$ cat src/rtl/snake_pkg.sv
// snake_pkg: shared direction codes, EPP register map and EPP port state encoding.
package snake_pkg;

   typedef enum logic [3:0] {
      EMPTY = 4'b0000,
      RIGHT = 4'b0001,
      UP    = 4'b0010,
      LEFT  = 4'b0100,
      DOWN  = 4'b1000,
      APPLE = 4'b1111
   } dir_t;

   localparam logic [7:0] EPP_REG_DIR      = 8'h00;
   localparam logic [7:0] EPP_REG_STATUS   = 8'h01;
   localparam logic [7:0] EPP_REG_SCORE_LO = 8'h02;
   localparam logic [7:0] EPP_REG_SCORE_HI = 8'h03;

   typedef enum logic [2:0] {
      S_IDLE,
      S_AWR,
      S_ARD,
      S_DWR,
      S_DRD,
      S_ACK
   } epp_state_t;

   // Only the four movement codes are valid commands for the game.
   function automatic logic is_dir(input logic [3:0] v);
      return v == RIGHT || v == UP || v == LEFT || v == DOWN;
   endfunction

endpackage

$ cat src/rtl/epp_sync.sv
// epp_sync: SYNC_STAGES-deep synchronizer for host strobes, idle-high out of reset.
module epp_sync #(
   parameter int SYNC_STAGES = 2
) (
   input  logic clk,
   input  logic rst,
   input  logic d,
   output logic q
);

   logic [SYNC_STAGES-1:0] sync_q, sync_d;

   always_comb sync_d = {sync_q[SYNC_STAGES-2:0], d};

   always_ff @(posedge clk or negedge rst) begin
      if (!rst) sync_q <= '1;
      else      sync_q <= sync_d;
   end

   assign q = sync_q[SYNC_STAGES-1];

endmodule

$ cat src/rtl/epp_port.sv
// epp_port: EPP slave for the snake host link; address register, direction command, status/score reads.
// EPP_READBACK_EN enables status and score reads; otherwise data reads return 0x00.
module epp_port
   import snake_pkg::*;
#(
   parameter int SYNC_STAGES = 2
) (
   input  logic        clk,
   input  logic        rst,
   input  logic        epp_astb,
   input  logic        epp_dstb,
   input  logic        epp_write,
   input  logic [7:0]  epp_db_in,
   output logic [7:0]  epp_db_out,
   output logic        epp_db_oe,
   output logic        epp_wait,
   output logic [3:0]  epp_data,
   output logic        epp_wr,
   input  logic        game_over,
   input  logic [15:0] number
);

   logic       astb_s, dstb_s, write_s;
   logic [7:0] rd_data;

   epp_state_t state_q, state_d;
   logic [7:0] addr_q, addr_d;
   logic [7:0] db_out_q, db_out_d;
   logic [3:0] data_q, data_d;
   logic       oe_q, oe_d;
   logic       wait_q, wait_d;
   logic       wr_q, wr_d;
   logic       astb_txn_q, astb_txn_d;

   epp_sync #(.SYNC_STAGES(SYNC_STAGES)) u_sync_astb  (.clk(clk), .rst(rst), .d(epp_astb),  .q(astb_s));
   epp_sync #(.SYNC_STAGES(SYNC_STAGES)) u_sync_dstb  (.clk(clk), .rst(rst), .d(epp_dstb),  .q(dstb_s));
   epp_sync #(.SYNC_STAGES(SYNC_STAGES)) u_sync_write (.clk(clk), .rst(rst), .d(epp_write), .q(write_s));

`ifdef EPP_READBACK_EN
   assign rd_data = addr_q == EPP_REG_STATUS   ? {7'b0, game_over} :
                    addr_q == EPP_REG_SCORE_LO ? number[7:0]       :
                    addr_q == EPP_REG_SCORE_HI ? number[15:8]      : 8'h00;
`else
   logic unused_readback;
   assign unused_readback = ^{game_over, number};
   assign rd_data = 8'h00;
`endif

   always_ff @(posedge clk or negedge rst) begin
      if (!rst) begin
         state_q    <= S_IDLE;
         addr_q     <= 8'h00;
         db_out_q   <= 8'h00;
         data_q     <= RIGHT;
         oe_q       <= 1'b0;
         wait_q     <= 1'b0;
         wr_q       <= 1'b0;
         astb_txn_q <= 1'b0;
      end else begin
         state_q    <= state_d;
         addr_q     <= addr_d;
         db_out_q   <= db_out_d;
         data_q     <= data_d;
         oe_q       <= oe_d;
         wait_q     <= wait_d;
         wr_q       <= wr_d;
         astb_txn_q <= astb_txn_d;
      end
   end

   // Address strobe takes priority when both strobes are seen low together.
   always_comb begin
      state_d = state_q;
      case (state_q)
         S_IDLE: begin
            if (!astb_s)      state_d = write_s ? S_ARD : S_AWR;
            else if (!dstb_s) state_d = write_s ? S_DRD : S_DWR;
         end
         S_AWR, S_ARD, S_DWR, S_DRD: state_d = S_ACK;
         S_ACK:   if (astb_txn_q ? astb_s : dstb_s) state_d = S_IDLE;
         default: state_d = S_IDLE;
      endcase
   end

   // Write actions and read snapshots happen on the detection cycle so wr/wait or oe appear one cycle later.
   always_comb begin
      addr_d     = addr_q;
      db_out_d   = db_out_q;
      data_d     = data_q;
      oe_d       = oe_q;
      wait_d     = wait_q;
      wr_d       = 1'b0;
      astb_txn_d = astb_txn_q;
      if (state_q == S_IDLE) begin
         astb_txn_d = !astb_s;
         if (state_d == S_AWR) begin
            addr_d = epp_db_in;
            wait_d = 1'b1;
         end
         if (state_d == S_DWR) begin
            wait_d = 1'b1;
            wr_d   = addr_q == EPP_REG_DIR && is_dir(epp_db_in[3:0]);
            if (wr_d) data_d = epp_db_in[3:0];
         end
         if (state_d == S_ARD) begin
            db_out_d = addr_q;
            oe_d     = 1'b1;
         end
         if (state_d == S_DRD) begin
            db_out_d = rd_data;
            oe_d     = 1'b1;
         end
      end
      if (state_q == S_ARD || state_q == S_DRD) wait_d = 1'b1;
      if (state_q == S_ACK && state_d == S_IDLE) begin
         wait_d = 1'b0;
         oe_d   = 1'b0;
      end
   end

   assign epp_db_out = db_out_q;
   assign epp_db_oe  = oe_q;
   assign epp_wait   = wait_q;
   assign epp_data   = data_q;
   assign epp_wr     = wr_q;

endmodule

$ cat config.mk
export PLATFORM = sky130hd
export DESIGN_NAME = epp_port
export DESIGN_NICKNAME = d
export VERILOG_FILES = /design/src/rtl/snake_pkg.sv /design/src/rtl/epp_sync.sv /design/src/rtl/epp_port.sv
export SDC_FILE = /design/constraint.sdc
export NUM_CORES = 1
export LEC_CHECK = 0
export CAP_MARGIN = 20
export CORE_ASPECT_RATIO = 2
export CORE_UTILIZATION = 45
export DETAILED_ROUTE_END_ITERATION = 10
export GPL_TIMING_DRIVEN = 0
export PLACE_DENSITY = 0.78
export REMOVE_ABC_BUFFERS = 1
export SLEW_MARGIN = 5
export SYNTH_ARGS = -nofsm -noshare
export SYNTH_HDL_FRONTEND = slang
export SYNTH_SLANG_ARGS = --single-unit
$ cat constraint.sdc
create_clock -name clk -period 2.5 [get_ports clk]
set_input_delay 0.625 -clock clk [delete_from_list [all_inputs] [get_ports clk]]
set_output_delay 0.625 -clock clk [all_outputs]
set_load 0.005 [all_outputs]
[Word level (Yosys, flattened, before mapping)]
Cells that the tools add are included.
Word-level totals
  output and inout port bits: 15
  input bits: 30
  register bits: 33
Cells by class
  equal/unequal tests: 13
  reduce and logical (&&, ||, !) cells: 21
  muxes and demuxes: 20
Operators with widths (number)
  8-bit two-way mux: 2
  3-bit by 2-bit == test with 1-bit output, second input constant: 4
  1-bit two-way mux: 12
  3-bit two-way mux: 4
  3-bit == test, second input constant: 3
  3-bit case mux with 3 select lines: 1
  8-bit zero test: 1
  2-bit AND reduction: 4
  3-bit by 1-bit == test with 1-bit output, second input constant: 2
  3-bit zero test: 2
  3-bit nonzero test: 2
  4-bit by 1-bit == test with 1-bit output, second input constant: 1
  4-bit by 2-bit == test with 1-bit output, second input constant: 1
  4-bit by 3-bit == test with 1-bit output, second input constant: 1
  4-bit == test, second input constant: 1
  1-bit logical OR: 4
  2-bit nonzero test: 2
  4-bit nonzero test: 1
  4-bit OR reduction: 1
  3-bit AND reduction: 1
  1-bit logical AND: 2
  2-bit two-way mux: 1
  1-bit zero test: 1

[Depth between registers and ports, before layout]
  depth after elaboration: 10
  gate-level depth with buffers: 7

[Modules after synthesis]
Synthesis repeated with hierarchy kept, for this count alone.
Second synthesis, totals
  cell total of the unflattened synthesis: 97
  area, all modules: 1362.6 sq um
Modules (own cells, without submodules)
  epp_port: instances 1, area each 1204.9 sq um, sequential area each 676.9 sq um, cells an instance 91
  epp_sync: instances 3, area each 52.6 sq um, sequential area each 52.6 sq um, cells an instance 2

[Worst setup path after synthesis]
No wires, ideal clock.
  path type: input-to-reg
  from: in epp_db_in[0]
  to: reg data_q[1] (netlist: epp_data[1])
  path buffers: 0
  stages: 4
  setup slack: 0.673 ns
  arrival time: 1.702 ns
  path through: o22ai_1 -> nand4_1 -> a2111oi_4 -> mux2_2
On the way
  word-level cells in the longest chain between the ends: 6
  elaborated cells between the ends (all ways): 9
  classes of those cells: 4 x eq/ne; 5 x reduce/logical
RTL lines
  from (decl): line epp_port.sv:13  | input logic [7:0] epp_db_in,
  4-bit by 1-bit == test with 1-bit output or 4-bit by 2-bit == test with 1-bit output (tied branches): line snake_pkg.sv:29  | return v == RIGHT || v == UP || v == LEFT || v == DOWN;
  1-bit logical OR (2 in series): line snake_pkg.sv:29
  1-bit logical OR *: line snake_pkg.sv:29
  1-bit logical AND *: line epp_port.sv:102  | wr_d = addr_q == EPP_REG_DIR && is_dir(epp_db_in[3:0]);
  3-bit AND reduction (no source line) *
  to (signal assigned): line epp_port.sv:63  | data_q <= data_d;
  to (decl): line epp_port.sv:29  | logic [3:0] data_q, data_d;
Every way passes the cells marked *; elsewhere a longest branch is shown, timed or not.
A chain may end at the register's enable or synchronous reset.

[Final worst setup path]
  from: in epp_db_in[0]
  to: reg data_q[2] (netlist: epp_data[2])
Same word-level chain as after synthesis.

==> metrics.md <==
| Metric | Value |
|---|---|
| Status | `finished clean` |
| CTS clock-pin slew for the worst setup and hold paths | `0.06 ns` |
| Post-route design area | `about 1700 sq um` |
| DP Worst Slack | `-0.00310 ns` |
| Post-Syn Area per Cell | `approximately 14 sq um` |
| Setup total negative slack | `0 ns` |
| DR DRC count | `0` |
| First-pass GRT wire length | `between 4 and 5 mm` |
| Final GP Congestion | `between 0.7 and 0.8` |
| Initial core utilization | `a little under half` |
| Worst setup path startpoint | `epp_db_in[0]` |
| Hold buffers post-CTS | `0` |
| Most frequent cells in the layout | `dfrtp_1 (26), clkdlybuf4s50_1 (26), nor2_1 (11), mux2i_1 (9), mux2_4 (8)` |
| Worst Path Required | `2.67 ns` |
| Worst R2R Path Depth | `4` |
| Critical Path End Type | `register` |
| Switch Pwr | `approximately 500 uW` |
| Slew Viols, Final | `0` |
| Worst vdd ir | `approximately 0.00047 V` |
| Share of cells above drive strength 1 | `a little over a fifth` |
| Register share of total power | `between 40% and 50%` |
| Post-CTS Setup Bufs | `0` |
| Initial antenna violation count | `0` |
| Dpl cell area | `1660 sq um` |
| Worst-skew pair later-pin latency | `roughly 0.28 ns` |
| Crit-path max cell delay | `~0.48 ns` |
| Worst-Margin Slew | `about 0.86 ns` |
| Kind of start point of the critical path | `primary input` |
| Hold Vio Cnt, Final | `0` |
| Slew margin rel. | `42.3%` |
| Synth unique cells | `27` |
| GRT overflow | `0` |
| Gate Count Post-Synth | `a little over 100` |
| Final worst slack | `just over 0.3 ns` |
| Global Route Usage Sum | `roughly 19%` |
| RSZ-0062 raised after global routing | `false` |
| R2R Path Start | `state_q[1]` |
| Switching Fraction | `between 20% and 30%` |
| Core Rows | `28` |
| First-pass iteration count of the detailed router | `4` |
| Full die area | `~3300 sq um` |
| Part of the power in the clock network | `21.5%` |
| Inserted Clock Buffers | `5` |
| Slowest-stage cell, CP | `clkdlybuf4s50_1` |
| Chip Width | `around 41 um` |
| Highest Clock Rate | `around 460 MHz` |
| Period utilization | `between 80% and 90%` |
| Port buffer count | `27` |
| Worst-path cell chain | `clkdlybuf4s50_1, o22ai_1, nand4_1, a2111oi_4, mux2_2` |
| CP max FO | `4` |
| Combinational Power Share | `around 30%` |
| HP Class | `reg -> reg` |
| Clk_skew | `about 0.0057 ns` |
| TritonCTS clock tree | `built` |
| Internal power | `~1200 uW` |
| Post-CTS Resized | `0` |
| Max Cap Violations | `0` |
| Final Critical Period | `2.19 ns` |
| Clock sinks | `33` |
| Ports | `45` |
| WP buf/inv | `1` |
| Via-to-Cell Ratio | `roughly 5.3` |
| Total number of yosys warnings | `0` |
| Largest net degree at the start of global routing | `34` |
| Crit path max-delay family | `compound AO/OA/AOI/OAI gates` |
| Seq/Total Area, Yosys | `~60%` |
| Core box area | `2940 sq um` |
| Final core utilization | `about 59%` |
| Die height | `approximately 81 um` |
| Routed wire length | `roughly 2.5 mm` |
| Hold_ws | `around 0.36 ns` |
| Antenna viol nets, final | `0` |
| Drt first-iter violations | `14` |
| Vias in the first global route | `about 900` |
| CTS max path bufs | `2` |
| Synth Register Bits | `33` |
| Routed WL per cell | `approximately 15 um` |
| Layout Area Growth over Synthesis | `25.1%` |
| PwrDens | `roughly 1000 nW/um^2` |
| Lkg Pwr | `~0.00075 uW` |
| Final HPWL DP | `~1.8 mm` |
| Endpoints failing setup | `0` |
| Setup CP Type | `in -> reg` |
| Register-to-register setup slack | `between 0.3 and 0.4 ns` |
| Post-Syn Area | `between 1000 and 1500 sq um` |
| Fin nets | `162` |
| Antenna Cells | `0` |
| CTS H-tree depth | `2` |
| Root Driver | `clkbuf_8` |
| Worst r2r dst | `epp_db_out[1]` |
| Number of cells on the critical path | `5` |
| Worst setup path end | `epp_data[2]` |
| Critical path arrival | `about 2.4 ns` |
| Layout fillers | `between 200 and 300` |
| Total number of vias | `860` |
-- cell type report --
class                      count  area [sq um]  area share (%)
clock buffer                   8          80.1            4.61
inverter                       2          7.51           0.432
multi-input combinational     63           513            29.5
sequential                    33           835            48.0
tap                           30          37.5            2.16
timing repair buffer          27           265            15.3
-- synthesized netlist by cell type, drive strengths merged --
cell type   n  area (sq um)
o211ai      1          7.51
mux2i       9          90.1
o22a        1          8.76
nand2b      1          6.26
dfstp       7           184
nand4       1          6.26
a21oi       2          10.0
o22ai       1          6.26
xor2        2          17.5
dfrtp      26           651
a2111oi     1          27.5
or3         2          12.5
buf         4          38.8
a31oi       1          6.26
nor2       11          41.3
inv         2          7.51
nor4        2          12.5
mux2       13           176
nand3       2          10.0
nand2       6          22.5
nor3        4          25.0
and3        1          6.26
o32a        1          10.0
o21ai       1          5.00
-- routing by layer --
| layer | global-route usage, % | vias to the layer above | wire (um) |
|---|---|---|---|
| met3 | 5.80 | 7 | 132 |
| li1 | - | 418 | - |
| met4 | 10.6 | 0 | 74 |
| met5 | 0 | - | 0 |
| met2 | 29.1 | 22 | 1300 |
| met1 | 23.7 | 413 | 948 |
-- sequential cells by signal, summed over array words and instances (netlist names) --
name / flops
astb_txn_q: 1
u_sync_write.sync_q: 2
epp_data: 4
u_sync_astb.sync_q: 2
epp_db_out: 8
addr_q: 8
epp_wait: 1
epp_wr: 1
state_q: 3
u_sync_dstb.sync_q: 2
epp_db_oe: 1
-- stage by stage --
stage	std cells	power [uW]
CTS	163	1750
global placement	155	1350
detailed placement	155	1370
finish	163	1730
global route	163	1850
floorplan	98	1120
-- power by group through the flow --
stage	sequential [uW]	clock, uW	combinational [uW]
CTS	849	386	517
floorplan	830	0	285
global placement	849	0	498
global route	874	409	569
finish	850	373	511
detailed placement	859	0	515
-- kinds of logic after synthesis --
group | share of synthesized area [%]
AOI/OAI and AO/OA | 5.86
xor gates and xnor gates | 1.26
buffers and inverters | 3.33
DFF | 60.1
muxes | 19.2
and+or+nand+nor | 10.3
-- worst min-delay path by stage --
| stage | depth (start not counted) | slack [ns] | start | endpoint |
|---|---|---|---|---|
| after global routing | 0 | 0.37 | u_sync_write.sync_q[0] | u_sync_write.sync_q[1] |
| final | 0 | 0.36 | u_sync_write.sync_q[0] | u_sync_write.sync_q[1] |
| after CTS | 0 | 0.36 | u_sync_write.sync_q[0] | u_sync_write.sync_q[1] |
| after floorplan | 0 | 0.33 | rst | addr_q[0] |
| after global placement | 0 | 0.35 | u_sync_astb.sync_q[0] | u_sync_astb.sync_q[1] |
| after detailed placement | 0 | 0.35 | u_sync_write.sync_q[0] | u_sync_write.sync_q[1] |
Power figures use the tool's default switching activity.
